## src/rtl/fwd_hazard_scoreboard.sv

```systemverilog
// Forwarding/hazard scoreboard that owns the in-flight destination-tag pipe.
// Ports: ID-stage tags in, EX forward selects, load-use stall, stall counter.
module fwd_hazard_scoreboard #(
  parameter int REG_AW     = 5,
  parameter int RD_PORTS   = 2,
  parameter int STAGES     = 2,
  parameter int LOAD_STAGE = 2,
  parameter int CNT_W      = 16,
  localparam int SELW      = $clog2(STAGES + 1)
) (
  input  logic                       clk_i,
  input  logic                       rst_i,
  input  logic                       id_valid_i,
  input  logic [RD_PORTS*REG_AW-1:0] id_src_i,
  input  logic [REG_AW-1:0]          id_rd_i,
  input  logic                       id_regwrite_i,
  input  logic                       id_memread_i,
  input  logic                       flush_i,
  output logic                       stall_o,
  output logic [RD_PORTS*SELW-1:0]   fwd_sel_o,
  output logic [CNT_W-1:0]           stall_cnt_o
);

  logic              valid_q [STAGES+1];
  logic              valid_d [STAGES+1];
  logic              regw_q  [STAGES+1];
  logic              regw_d  [STAGES+1];
  logic              memrd_q [STAGES+1];
  logic              memrd_d [STAGES+1];
  logic [REG_AW-1:0] rd_q    [STAGES+1];
  logic [REG_AW-1:0] rd_d    [STAGES+1];
  logic [REG_AW-1:0] src_q   [RD_PORTS];
  logic [REG_AW-1:0] src_d   [RD_PORTS];
  logic [CNT_W-1:0]  cnt_q;
  logic [CNT_W-1:0]  cnt_d;

  logic              wr [STAGES+1];
  logic              stall;
  logic              found;
  logic              ld_hit;
  logic              load;
  logic [SELW-1:0]   sel;
  logic [RD_PORTS*SELW-1:0] fwd;

  // $0 is hard-wired, so it can never be a forwarding source
  always_comb begin
    for (int k = 0; k <= STAGES; k++) begin
      wr[k] = valid_q[k] && regw_q[k] && (rd_q[k] != '0);
    end
  end

  // Only the youngest matching writer decides; an older load
  // shadowed by a younger ALU writer is harmless.
  always_comb begin
    stall  = 1'b0;
    found  = 1'b0;
    ld_hit = 1'b0;
    for (int p = 0; p < RD_PORTS; p++) begin
      found  = 1'b0;
      ld_hit = 1'b0;
      for (int j = 0; j < STAGES; j++) begin
        if (!found && wr[j] &&
            rd_q[j] == id_src_i[p*REG_AW +: REG_AW]) begin
          found  = 1'b1;
          ld_hit = memrd_q[j] && (j + 1 < LOAD_STAGE);
        end
      end
      if (id_valid_i && ld_hit) stall = 1'b1;
    end
    if (flush_i) stall = 1'b0;
  end

  // Scan oldest to youngest so the youngest match overwrites
  always_comb begin
    fwd = '0;
    sel = '0;
    for (int p = 0; p < RD_PORTS; p++) begin
      sel = '0;
      for (int k = STAGES; k >= 1; k--) begin
        if (wr[k] && rd_q[k] == src_q[p]) sel = SELW'(k);
      end
      if (!valid_q[0]) sel = '0;
      fwd[p*SELW +: SELW] = sel;
    end
  end

  always_comb begin
    load = id_valid_i && !stall && !flush_i;
    for (int k = 1; k <= STAGES; k++) begin
      valid_d[k] = valid_q[k-1];
      regw_d[k]  = regw_q[k-1];
      memrd_d[k] = memrd_q[k-1];
      rd_d[k]    = rd_q[k-1];
    end
    valid_d[0] = load;
    regw_d[0]  = load && id_regwrite_i;
    memrd_d[0] = load && id_memread_i;
    rd_d[0]    = load ? id_rd_i : '0;
    for (int p = 0; p < RD_PORTS; p++) begin
      src_d[p] = load ? id_src_i[p*REG_AW +: REG_AW] : '0;
    end
    cnt_d = cnt_q;
    if (stall && cnt_q != '1) cnt_d = cnt_q + CNT_W'(1);
  end

  always_ff @(posedge clk_i) begin
    if (rst_i) begin
      for (int k = 0; k <= STAGES; k++) begin
        valid_q[k] <= 1'b0;
        regw_q[k]  <= 1'b0;
        memrd_q[k] <= 1'b0;
        rd_q[k]    <= '0;
      end
      for (int p = 0; p < RD_PORTS; p++) src_q[p] <= '0;
      cnt_q <= '0;
    end else begin
      for (int k = 0; k <= STAGES; k++) begin
        valid_q[k] <= valid_d[k];
        regw_q[k]  <= regw_d[k];
        memrd_q[k] <= memrd_d[k];
        rd_q[k]    <= rd_d[k];
      end
      for (int p = 0; p < RD_PORTS; p++) src_q[p] <= src_d[p];
      cnt_q <= cnt_d;
    end
  end

  assign stall_o     = stall;
  assign fwd_sel_o   = fwd;
  assign stall_cnt_o = cnt_q;

endmodule

```

## config.mk

```make
export PLATFORM = sky130hd
export DESIGN_NAME = fwd_hazard_scoreboard
export DESIGN_NICKNAME = d
export VERILOG_FILES = /design/src/rtl/fwd_hazard_scoreboard.sv
export SDC_FILE = /design/constraint.sdc
export NUM_CORES = 1
export LEC_CHECK = 0
export ABC_CLOCK_PERIOD_IN_PS = 3050
export CAP_MARGIN = 0
export CORE_MARGIN = 5
export CORE_UTILIZATION = 55
export CTS_CLUSTER_SIZE = 16
export DETAILED_ROUTE_END_ITERATION = 12
export PLACE_DENSITY = 0.88
export SLEW_MARGIN = 5
export SYNTH_ARGS = -nofsm -noshare
export SYNTH_HDL_FRONTEND = slang
export SYNTH_SLANG_ARGS = --single-unit
export TNS_END_PERCENT = 30
```

## constraint.sdc

```tcl
create_clock -name clk_i -period 3.05 [get_ports clk_i]
set_input_delay 0.61 -clock clk_i [delete_from_list [all_inputs] [get_ports clk_i]]
set_output_delay 0.61 -clock clk_i [all_outputs]
set_load 0.02 [all_outputs]
```

# After elaboration in Yosys (flattened, before gate mapping)
# Memory sizes are Yosys's and may differ from the RTL's.
# Index checks and enable logic that the tools add are counted.
[classes]
add_sub_neg = 1
n_eq_ne = 9
mux = 35
bitwise_logic = 14
reduce_logical = 30
[op_table]
columns = ["cell", "n"]
rows = [
  ["$eq 5x5->1", 8],
  ["$mux 5", 8],
  ["$logic_and 1x1->1", 23],
  ["$mux 1", 21],
  ["$add 16x1->16 const B", 1],
  ["$ne 16x16->1 const B", 1],
  ["$reduce_bool 5->1", 3],
  ["$or 1x1->1", 14],
  ["$mux 2", 6],
  ["$logic_not 1->1", 4],
]
[word_totals]
regBits = 16
ram_bits = 34
inputBits = 21
out_inout_bits = 21
mem_count = 5
[memory_table]
columns = ["name", "words", "word_bits", "read_ports", "rd_ports_with_merged_regs", "wr", "line_no", "source"]
rows = [
  ["rd_q", 3, 5, 3, 0, 3, "30", "logic [REG_AW-1:0] rd_q [STAGES+1];"],
  ["src_q", 2, 5, 2, 0, 2, "32", "logic [REG_AW-1:0] src_q [RD_PORTS];"],
  ["memrd_q", 3, 1, 2, 0, 3, "28", "logic memrd_q [STAGES+1];"],
  ["regw_q", 3, 1, 3, 0, 3, "26", "logic regw_q [STAGES+1];"],
  ["valid_q", 3, 1, 3, 0, 3, "24", "logic valid_q [STAGES+1];"],
]

# Logic depth before layout (Yosys ltp)
# Gate-level depths: netlist of the first run.
[logic_depth]
word_depth = 17
mapped_depth = 6

# Worst setup path before layout of the first run
# OpenSTA, ideal clock, no wires.
[synth_path]
kind = "flip-flop to output port"
from = "mem rd_q[1][1] (netlist: rd_q[0][6])"
to = "out fwd_sel_o[3]"
arrival_time_ns = 1.842
required_ns = 2.440
slack_ns = 0.598
stages_incl_launch_ff = 5
n_path_buf = 0
path_cell_list = "dfxtp_1 -> or4_1 -> o211ai_1 -> nor4_1 -> nor4_1"
[synth_lines]
columns = ["item", "line_no", "source"]
rows = [
  ["from (decl)", "30", ""],
  ["to (decl)", "20", "output logic [RD_PORTS*SELW-1:0] fwd_sel_o,"],
]

==> results.toml, run 1 <==
[outcome]
status = "completed"

[timing]
min_period_ns = 2.86
setup_viol = 0
max-slew-margin-rel_pct = 35.6
rsz0062_at_grt = "no"
fin_crit_sh_pct = 93.7
final.setup.tns_ns = 0
max_freq_ghz = 0.350
slew_viol_final = 0
tightest_slew_ns = 0.963
fin_worst_skew_ns = 0.00555
hold_viol = 0

[logic_synthesis]
synth_top_area_cell = "dfxtp_1"
synth_compound_area_share_pct = 6.90
ys_seq_area_share_pct = 43.1
synth_xor_area_share_pct = 11.8
synth_warnings = 0
yosysTopAreaCellShare_pct = 43.1
syn_nets = 253
synth_area_leaders = "dfxtp_1 43%, xor2_1 8.6%, nor2b_1 6.7%"
ys_seq_elements = 48
synth_commonest_cells = "48 x dfxtp_1, 24 x nor2b_1, 22 x xor2_1"
synthCells = 231
synth_edf_count = 0
synth_adder_area_share_pct = 0.561
netlist-cell-type-count = 37
syn_area_mm2 = 0.00223
synth_simple_gate_area_share_pct = 29.7
synth_flop_cell = "dfxtp_1"
yosys.cell_count.top_type = "dfxtp_1"
muxShareOfSynthArea_pct = 5.55
syn_area_per_cell_um2 = 9.66
synth_top_family_by_area = "simple AND/OR/NAND/NOR gates"
async_flop_share_pct = 0

[critical_path]
cp_data_required_time_ns = 2.44
critical_path.startpoint_type = "flip-flop"
end_kind = "primary output"
path_class = "reg -> out"
worst-path-max-fanout = 4
crit_arrival_ns = 2.25

[drt]
wl_per_cell_um = 13.9
dr.pass1.iters = 4
via_per_inst = 5.32
vias = 1730
routed_wl_um = 4520
postRouteAntennaNets = 0
drcViolationCount = 0
drt_iter0_drc = 105

[cells_and_area]
drive_above_1_share_pct = 10.2
nets = 296
finish.utilization_pct = 70.5
final_area_mm2 = 0.00280
num_antenna_cells = 0
num-fill-cells = 306
synthToLayoutAreaGrowth_pct = 25.5

[job]
max-cap-violations = 0

[power]
p_total_uw = 1190
leakagePower_uw = 0.00111
power.density_mw_per_mm2 = 424
ir_drop_mv = 0.409

[floorplan]
die_x_um = 73.7
initial_core_util_pct = 56.2
dieHeight_um = 73.7
coreArea_mm2 = 0.00397
fp-row-count = 23
io_pins = 42
dieArea_mm2 = 0.00543

[cts]
clk_pin_slew_ns = 0.09
cts_tree = "yes"
root_buffer = "clkbuf_8"
insertion_delay_ns = 0.30
clkSinkCount = 48
cts_setup_buffers = 0
cts_max_level = 2
cts_made_buffers = 5
cts_resized = 1
cts_buffer_depth = 2
hold_buffers = 0

[min_path]
min_path_type = "reg -> reg"

[grt]
grt_max_degree = 42
grt_pass1_wl_um = 7490
antenna_found_initial = 0
grt_use_total_pct = 17.6
gr-total-overflow = 0
grt_pass1_vias = 1637

[placement]
finalWeightedCongestion = 0.900
dp_hpwl_um = 3400
dpl-instance-area_mm2 = 0.00268
io_buffers = 41
[sequential cells by signal, summed over array words and instances, names as in the netlist]
register and cells:
memrd_q 1, src_q 10, valid_q 3, rd_q 15, stall_cnt_o 16, regw_q 3
[worst max-delay path, stage by stage, from the launching register on]
cell and delay [ns]:
dfxtp_1 0.35, or4_1 0.53, o211ai_1 0.24, nor4_1 0.13, and2_1 0.17, clkdlybuf4s50_1 0.53
[cell usage in the layout (no fill, tap or decap), drive strengths merged, types with 2 or more instances in the layout]
| cell | synthesis | layout |
|---|---|---|
| dfxtp | 48 | 48 |
| clkdlybuf4s50 | 0 | 38 |
| nor2b | 24 | 24 |
| xor2 | 22 | 22 |
| and2 | 20 | 20 |
| nor2 | 16 | 16 |
| nand3 | 12 | 12 |
| nor3 | 11 | 11 |
| mux2 | 10 | 10 |
| xnor2 | 8 | 8 |
| nor4 | 8 | 8 |
| or4 | 6 | 6 |
| nand4 | 5 | 5 |
| a21oi | 5 | 5 |
| clkbuf | 5 | 5 |
| nand2 | 5 | 5 |
| o21ai | 3 | 3 |
| o31ai | 3 | 3 |
| buf | 3 | 3 |
| inv | 2 | 3 |
| or3 | 2 | 2 |
| dlymetal6s2s | 0 | 2 |
| o41ai | 2 | 2 |
[layer usage]
metal / track usage (%) / up-vias / share of wire, %
met5: 0 / - / 0
met4: 5.23 / 0 / 1.4
met3: 4.65 / 9 / 5.0
met2: 28.6 / 41 / 49
met1: 22.8 / 788 / 45
li1: - / 892 / -
[logic make-up after synthesis]
| group | after synthesis |
|---|---|
| simple gates | 114 |
| flops | 48 |
| xor+xnor | 30 |
| compound gates | 18 |
| buf+inv | 10 |
| mux | 10 |
| fa+ha+maj | 1 |
[stage by stage]
step | hold WS, ns | setup WS [ns] | instances
6_report | 0.471 | 0.192 | 325
5_1_grt | 0.485 | 0.111 | 325
4_1_cts | 0.469 | 0.0589 | 325
3_5_place_dp | 0.455 | 0.162 | 317
3_3_place_gp | 0.451 | 0.151 | 317
2_1_floorplan | 0.438 | 0.598 | 231
[layout make-up]
cell class | instances | area [µm²] | area share [%]
flip-flops and latches | 48 | 961 | 34.3
well taps | 50 | 62.6 | 2.24
repair buffers | 44 | 437 | 15.6
multi-input cells | 173 | 1220 | 43.5
clock buffers | 5 | 68.8 | 2.46
clock inverters | 3 | 46.3 | 1.65
inverters | 2 | 7.51 | 0.268
[worst paths after layout]
kind	start	end	slack, ns	cells after the start
max	rd_q[0][6]	fwd_sel_o[2]	0.19	5
min	regw_q[0][0]	regw_q[0][1]	0.47	1
max reg2reg	stall_cnt_o[3]	stall_cnt_o[13]	0.73	5
min reg2reg	regw_q[0][0]	regw_q[0][1]	0.47	1
[report_power, final]
part	internal [µW]	total, µW	leakage [µW]	switching, µW
Combinational	43.9	79.5	0.000667	35.6
Sequential	635	645	0.000389	9.37
Clock	247	461	0.0000548	214
Note: power is estimated with default switching activity, not from simulation.
==> inputs of run 2 (changes only) <==
CORE_UTILIZATION = 35   (was 55)
MAX_ROUTING_LAYER = met4   (was unset)
PLACE_DENSITY = 0.61   (was 0.88)
==> results.toml, run 2 (same netlist as run 1, synthesis figures left out) <==
[outcome]
status = "completed"

[cts]
cts_tree = "yes"
cts_max_level = 2
clkSinkCount = 48
root_buffer = "clkbuf_8"
cts_setup_buffers = 0
hold_buffers = 0
cts_made_buffers = 5
cts_resized = 1
clk_pin_slew_ns = 0.08
insertion_delay_ns = 0.29
cts_buffer_depth = 2

[timing]
slew_viol_final = 0
max-slew-margin-rel_pct = 35.5
fin_crit_sh_pct = 95.3
whs_ns = 0.468
setup_viol = 0
fin_worst_skew_ns = 0.00408
final.setup.tns_ns = 0
max_freq_ghz = 0.344
tightest_slew_ns = 0.965
rsz0062_at_grt = "no"
hold_viol = 0
min_period_ns = 2.91

[grt]
antenna_found_initial = 0
gr-total-overflow = 0
grt_pass1_wl_um = 7760
grt_pass1_vias = 1623
grt_use_total_pct = 11.8
grt_max_degree = 28

[critical_path]
reg2reg_from = "stall_cnt_o[3]"
crit_arrival_ns = 2.30
critical_path.startpoint_type = "input pin"
worst-path-max-fanout = 2
cp_data_required_time_ns = 2.44
critPathLaunch = "id_src_i[6]"
r2r_setup_slack_ns = 0.77
path_class = "in -> out"
end_kind = "primary output"

[power]
leakagePower_uw = 0.00109
power.density_mw_per_mm2 = 385
ir_drop_mv = 0.197
p_total_uw = 1080

[cells_and_area]
synthToLayoutAreaGrowth_pct = 26.0
final_area_mm2 = 0.00281
most-common-layout-cells = "48 x dfxtp_1, 39 x clkdlybuf4s50_1, 24 x nor2b_1, 22 x xor2_1, 20 x and2_1"
num-fill-cells = 648
finalNonFillerCells = 353
largest_reg_flops = 16
mostFrequentLayoutCell = "dfxtp_1"
drive_above_1_share_pct = 10.5
num_antenna_cells = 0
nets = 298

[floorplan]
fp-row-count = 29
dieArea_mm2 = 0.00807
io_pins = 42
initial_core_util_pct = 35.5
dieHeight_um = 89.8
coreArea_mm2 = 0.00628
die_x_um = 89.8

[placement]
dp_cells = 346
io_buffers = 41
dp_hpwl_um = 3400
dpl-instance-area_mm2 = 0.00273
finalWeightedCongestion = 0.766

[drt]
dr.pass1.iters = 5
vias = 1706
via_per_inst = 4.83
postRouteAntennaNets = 0
drt_iter0_drc = 40
drcViolationCount = 0
wl_per_cell_um = 12.9
routed_wl_um = 4540

[job]
max-cap-violations = 0

[min_path]
hold_start = "valid_q[0][1]"
min_path_type = "reg -> reg"
==> run 2: changes by cell type in the layout (fill, tap and decap cells not counted), sizes merged <==
cell,change
buf,+2
clkdlybuf4s50,+1
dlymetal6s2s,-1
clkinv,+1
inv,-1
bufinv,-1
==> run 2: power by group <==
part	internal (µW)	total, µW	switching, µW	leakage (µW)
combinational	45.3	80.7	35.5	0.000658
sequential	635	644	8.59	0.000389
clock	155	359	203	0.0000400
==> run 2: worst max-delay path, stage by stage <==
cell	delay, ns
clkdlybuf4s50_1	0.44
xor2_1	0.16
nor3_1	0.20
a22oi_1	0.13
nor2b_1	0.14
clkdlybuf4s50_1	0.62
==> run 2: through the flow <==
stage	util, %	setup slack (ns)
after floorplan	-	0.598
after global placement	43.5	0.103
after detailed placement	43.5	0.135
after CTS	44.7	0.0157
after global routing	44.8	0.0232
final	44.8	0.142
==> run 2: area by class of cell <==
cell class | count | area, µm² | share of cell area [%]
multi-input cells | 173 | 1220 | 43.3
flip-flops and latches | 48 | 961 | 34.2
repair buffers | 46 | 449 | 16.0
well taps | 77 | 96.3 | 3.43
clock buffers | 5 | 68.8 | 2.45
clock inverters | 2 | 12.5 | 0.445
inverters | 2 | 7.51 | 0.267
==> run 2: worst paths after layout <==
kind | endpoint | depth (start not counted)
max | stall_o | 6
min | valid_q[0][2] | 1
max reg2reg | stall_cnt_o[13] | 5
min reg2reg | valid_q[0][2] | 1
==> run 2: routing by layer <==
layer | vias to the layer above | track usage, % | share of wire, %
li1 | 890 | - | -
met1 | 783 | 15.4 | 48
met2 | 28 | 17.9 | 47
met3 | 5 | 2.67 | 3.6
met4 | 0 | 4.16 | 1.5
met5 | - | - | 0
==> inputs of run 3 (changes only) <==
ABC_CLOCK_PERIOD_IN_PS = 2500   (was 3050)
PLACE_DENSITY = 0.64   (was 0.61)
clock period = 2.5 ns   (was 3.05 ns; I/O delays follow)
==> results.toml, run 3 (same netlist as run 1, synthesis figures left out) <==
[critical_path]
path_class = "reg -> out"
crit_arrival_ns = 1.91
reg2reg_from = "stall_cnt_o[0]"
worst-path-max-fanout = 2
critical_path.cell_chain = "or4_1, o211ai_1, nor4_2, nor3_1, buf_4"
critical_path.startpoint_type = "flip-flop"
slowest_stage = "or4_1"
max_stage_delay_ns = 0.52
cp_data_required_time_ns = 2.00
end_kind = "primary output"
critPathLaunch = "rd_q[0][6]"

[cts]
root_buffer = "clkbuf_8"
clkSinkCount = 48
cts_buffer_depth = 2
cts_max_level = 2
cts_made_buffers = 5
insertion_delay_ns = 0.29
clk_pin_slew_ns = 0.09
cts_setup_buffers = 0
cts_tree = "yes"

[timing]
min_period_ns = 2.41
max_freq_ghz = 0.415
tightest_slew_ns = 0.917
slew_viol_final = 0
fin_worst_skew_ns = 0.00624
fin_crit_sh_pct = 96.4
whs_ns = 0.464
hold_viol = 0
setup_viol = 0
max-slew-margin-rel_pct = 38.6

[cells_and_area]
mostFrequentLayoutCell = "dfxtp_1"
num_antenna_cells = 0
drive_above_1_share_pct = 17.9
num-fill-cells = 596
finalNonFillerCells = 367
final_area_mm2 = 0.00293
largest_reg_flops = 16
nets = 311
synthToLayoutAreaGrowth_pct = 31.2
most-common-layout-cells = "48 x dfxtp_1, 36 x clkdlybuf4s50_1, 24 x nor2b_1, 22 x xor2_1"

[grt]
grt_max_degree = 42
antenna_found_initial = 0
grt_use_total_pct = 11.5
grt_pass1_wl_um = 7580
gr-total-overflow = 0
grt_pass1_vias = 1664

[placement]
io_buffers = 41
dp_hpwl_um = 3480
finalWeightedCongestion = 0.780
dpl-instance-area_mm2 = 0.00283
dp_cells = 359

[drt]
dr.pass1.iters = 4
drcViolationCount = 0
wl_per_cell_um = 12.4
postRouteAntennaNets = 0
routed_wl_um = 4550
via_per_inst = 4.74
vias = 1740
drt_iter0_drc = 76

[floorplan]
dieArea_mm2 = 0.00807
dieHeight_um = 89.8
initial_core_util_pct = 35.5
coreArea_mm2 = 0.00628
die_x_um = 89.8
fp-row-count = 29
io_pins = 42

[job]
max-cap-violations = 0

[min_path]
hold_start = "valid_q[0][1]"
min_path_type = "reg -> reg"

[power]
power.density_mw_per_mm2 = 467
ir_drop_mv = 0.258
leakagePower_uw = 0.00115

[outcome]
status = "completed"
==> run 3: cell types whose count changed in the layout (fill, tap and decap cells not counted), moves of 3 or more <==
cell / before / now
buf_4: 5 / 20
nor4_1: 8 / 4
nor4_2: 0 / 4
clkbuf_2: 0 / 3
clkdlybuf4s50_1: 39 / 36
==> run 3: timing repair <==
item                                    in CTS  in global routing
endpoints found under the setup margin       5                  4
endpoints found under the hold margin        0                  0
hold buffers                                 0                  0
gates cloned                                 0                  0
pin swaps                                    0                  5
gates resized for setup                     13                 12
==> run 3: area by class of cell <==
| type | count | area [µm²] | area share, % |
|---|---|---|---|
| flip-flops and latches | 48 | 961 | 32.8 |
| multi-input cells | 173 | 1240 | 42.4 |
| inverters | 2 | 7.51 | 0.256 |
| well taps | 77 | 96.3 | 3.29 |
| clock buffers | 6 | 82.6 | 2.82 |
| clock inverters | 2 | 13.8 | 0.470 |
| repair buffers | 59 | 526 | 17.9 |
==> run 3: final timing paths <==
kind / to / slack [ns] / depth (start not counted)
worst max-delay path: fwd_sel_o[1] / 0.09 / 5
worst min register to register: valid_q[0][2] / 0.46 / 1
worst min-delay path: valid_q[0][2] / 0.46 / 1
worst max register to register: stall_cnt_o[13] / 0.28 / 5
==> run 3: routing by layer <==
layer	vias up	routed length, µm	global-route usage (%)
li1	921	-	-
met1	777	2160	14.7
met2	37	2130	17.8
met3	5	194	2.50
met4	0	69	4.03
met5	-	0	-
==> run 3: worst max-delay path, delay by kind of cell (launching register included) <==
family                 cells  cell delay, ns
AOI/OAI and AO/OA          1            0.33
buffers and inverters      1            0.18
DFF                        1            0.31
and+or+nand+nor            3            0.80
==> run 3: where the power goes <==
part / switching [µW] / internal [µW] / total (µW) / leakage [µW]
clock network: 250 / 226 / 476 / 0.0000516
logic: 46.3 / 58.8 / 105 / 0.000714
registers: 9.72 / 775 / 785 / 0.000389
total: 306 / 1060 / 1370 / 0.00115
==> run 3: per-stage QoR <==
step	total power (µW)	setup TNS [ns]	utilization (%)	worst slack (ns)
floorplan	854	0	-	0.158
global placement	905	-1.52	45.0	-0.211
detailed placement	907	-1.24	45.0	-0.175
CTS	1380	0	46.3	0.00417
global route	1430	-0.0000622	46.6	-0.0000622
finish	1370	0	46.6	0.0898
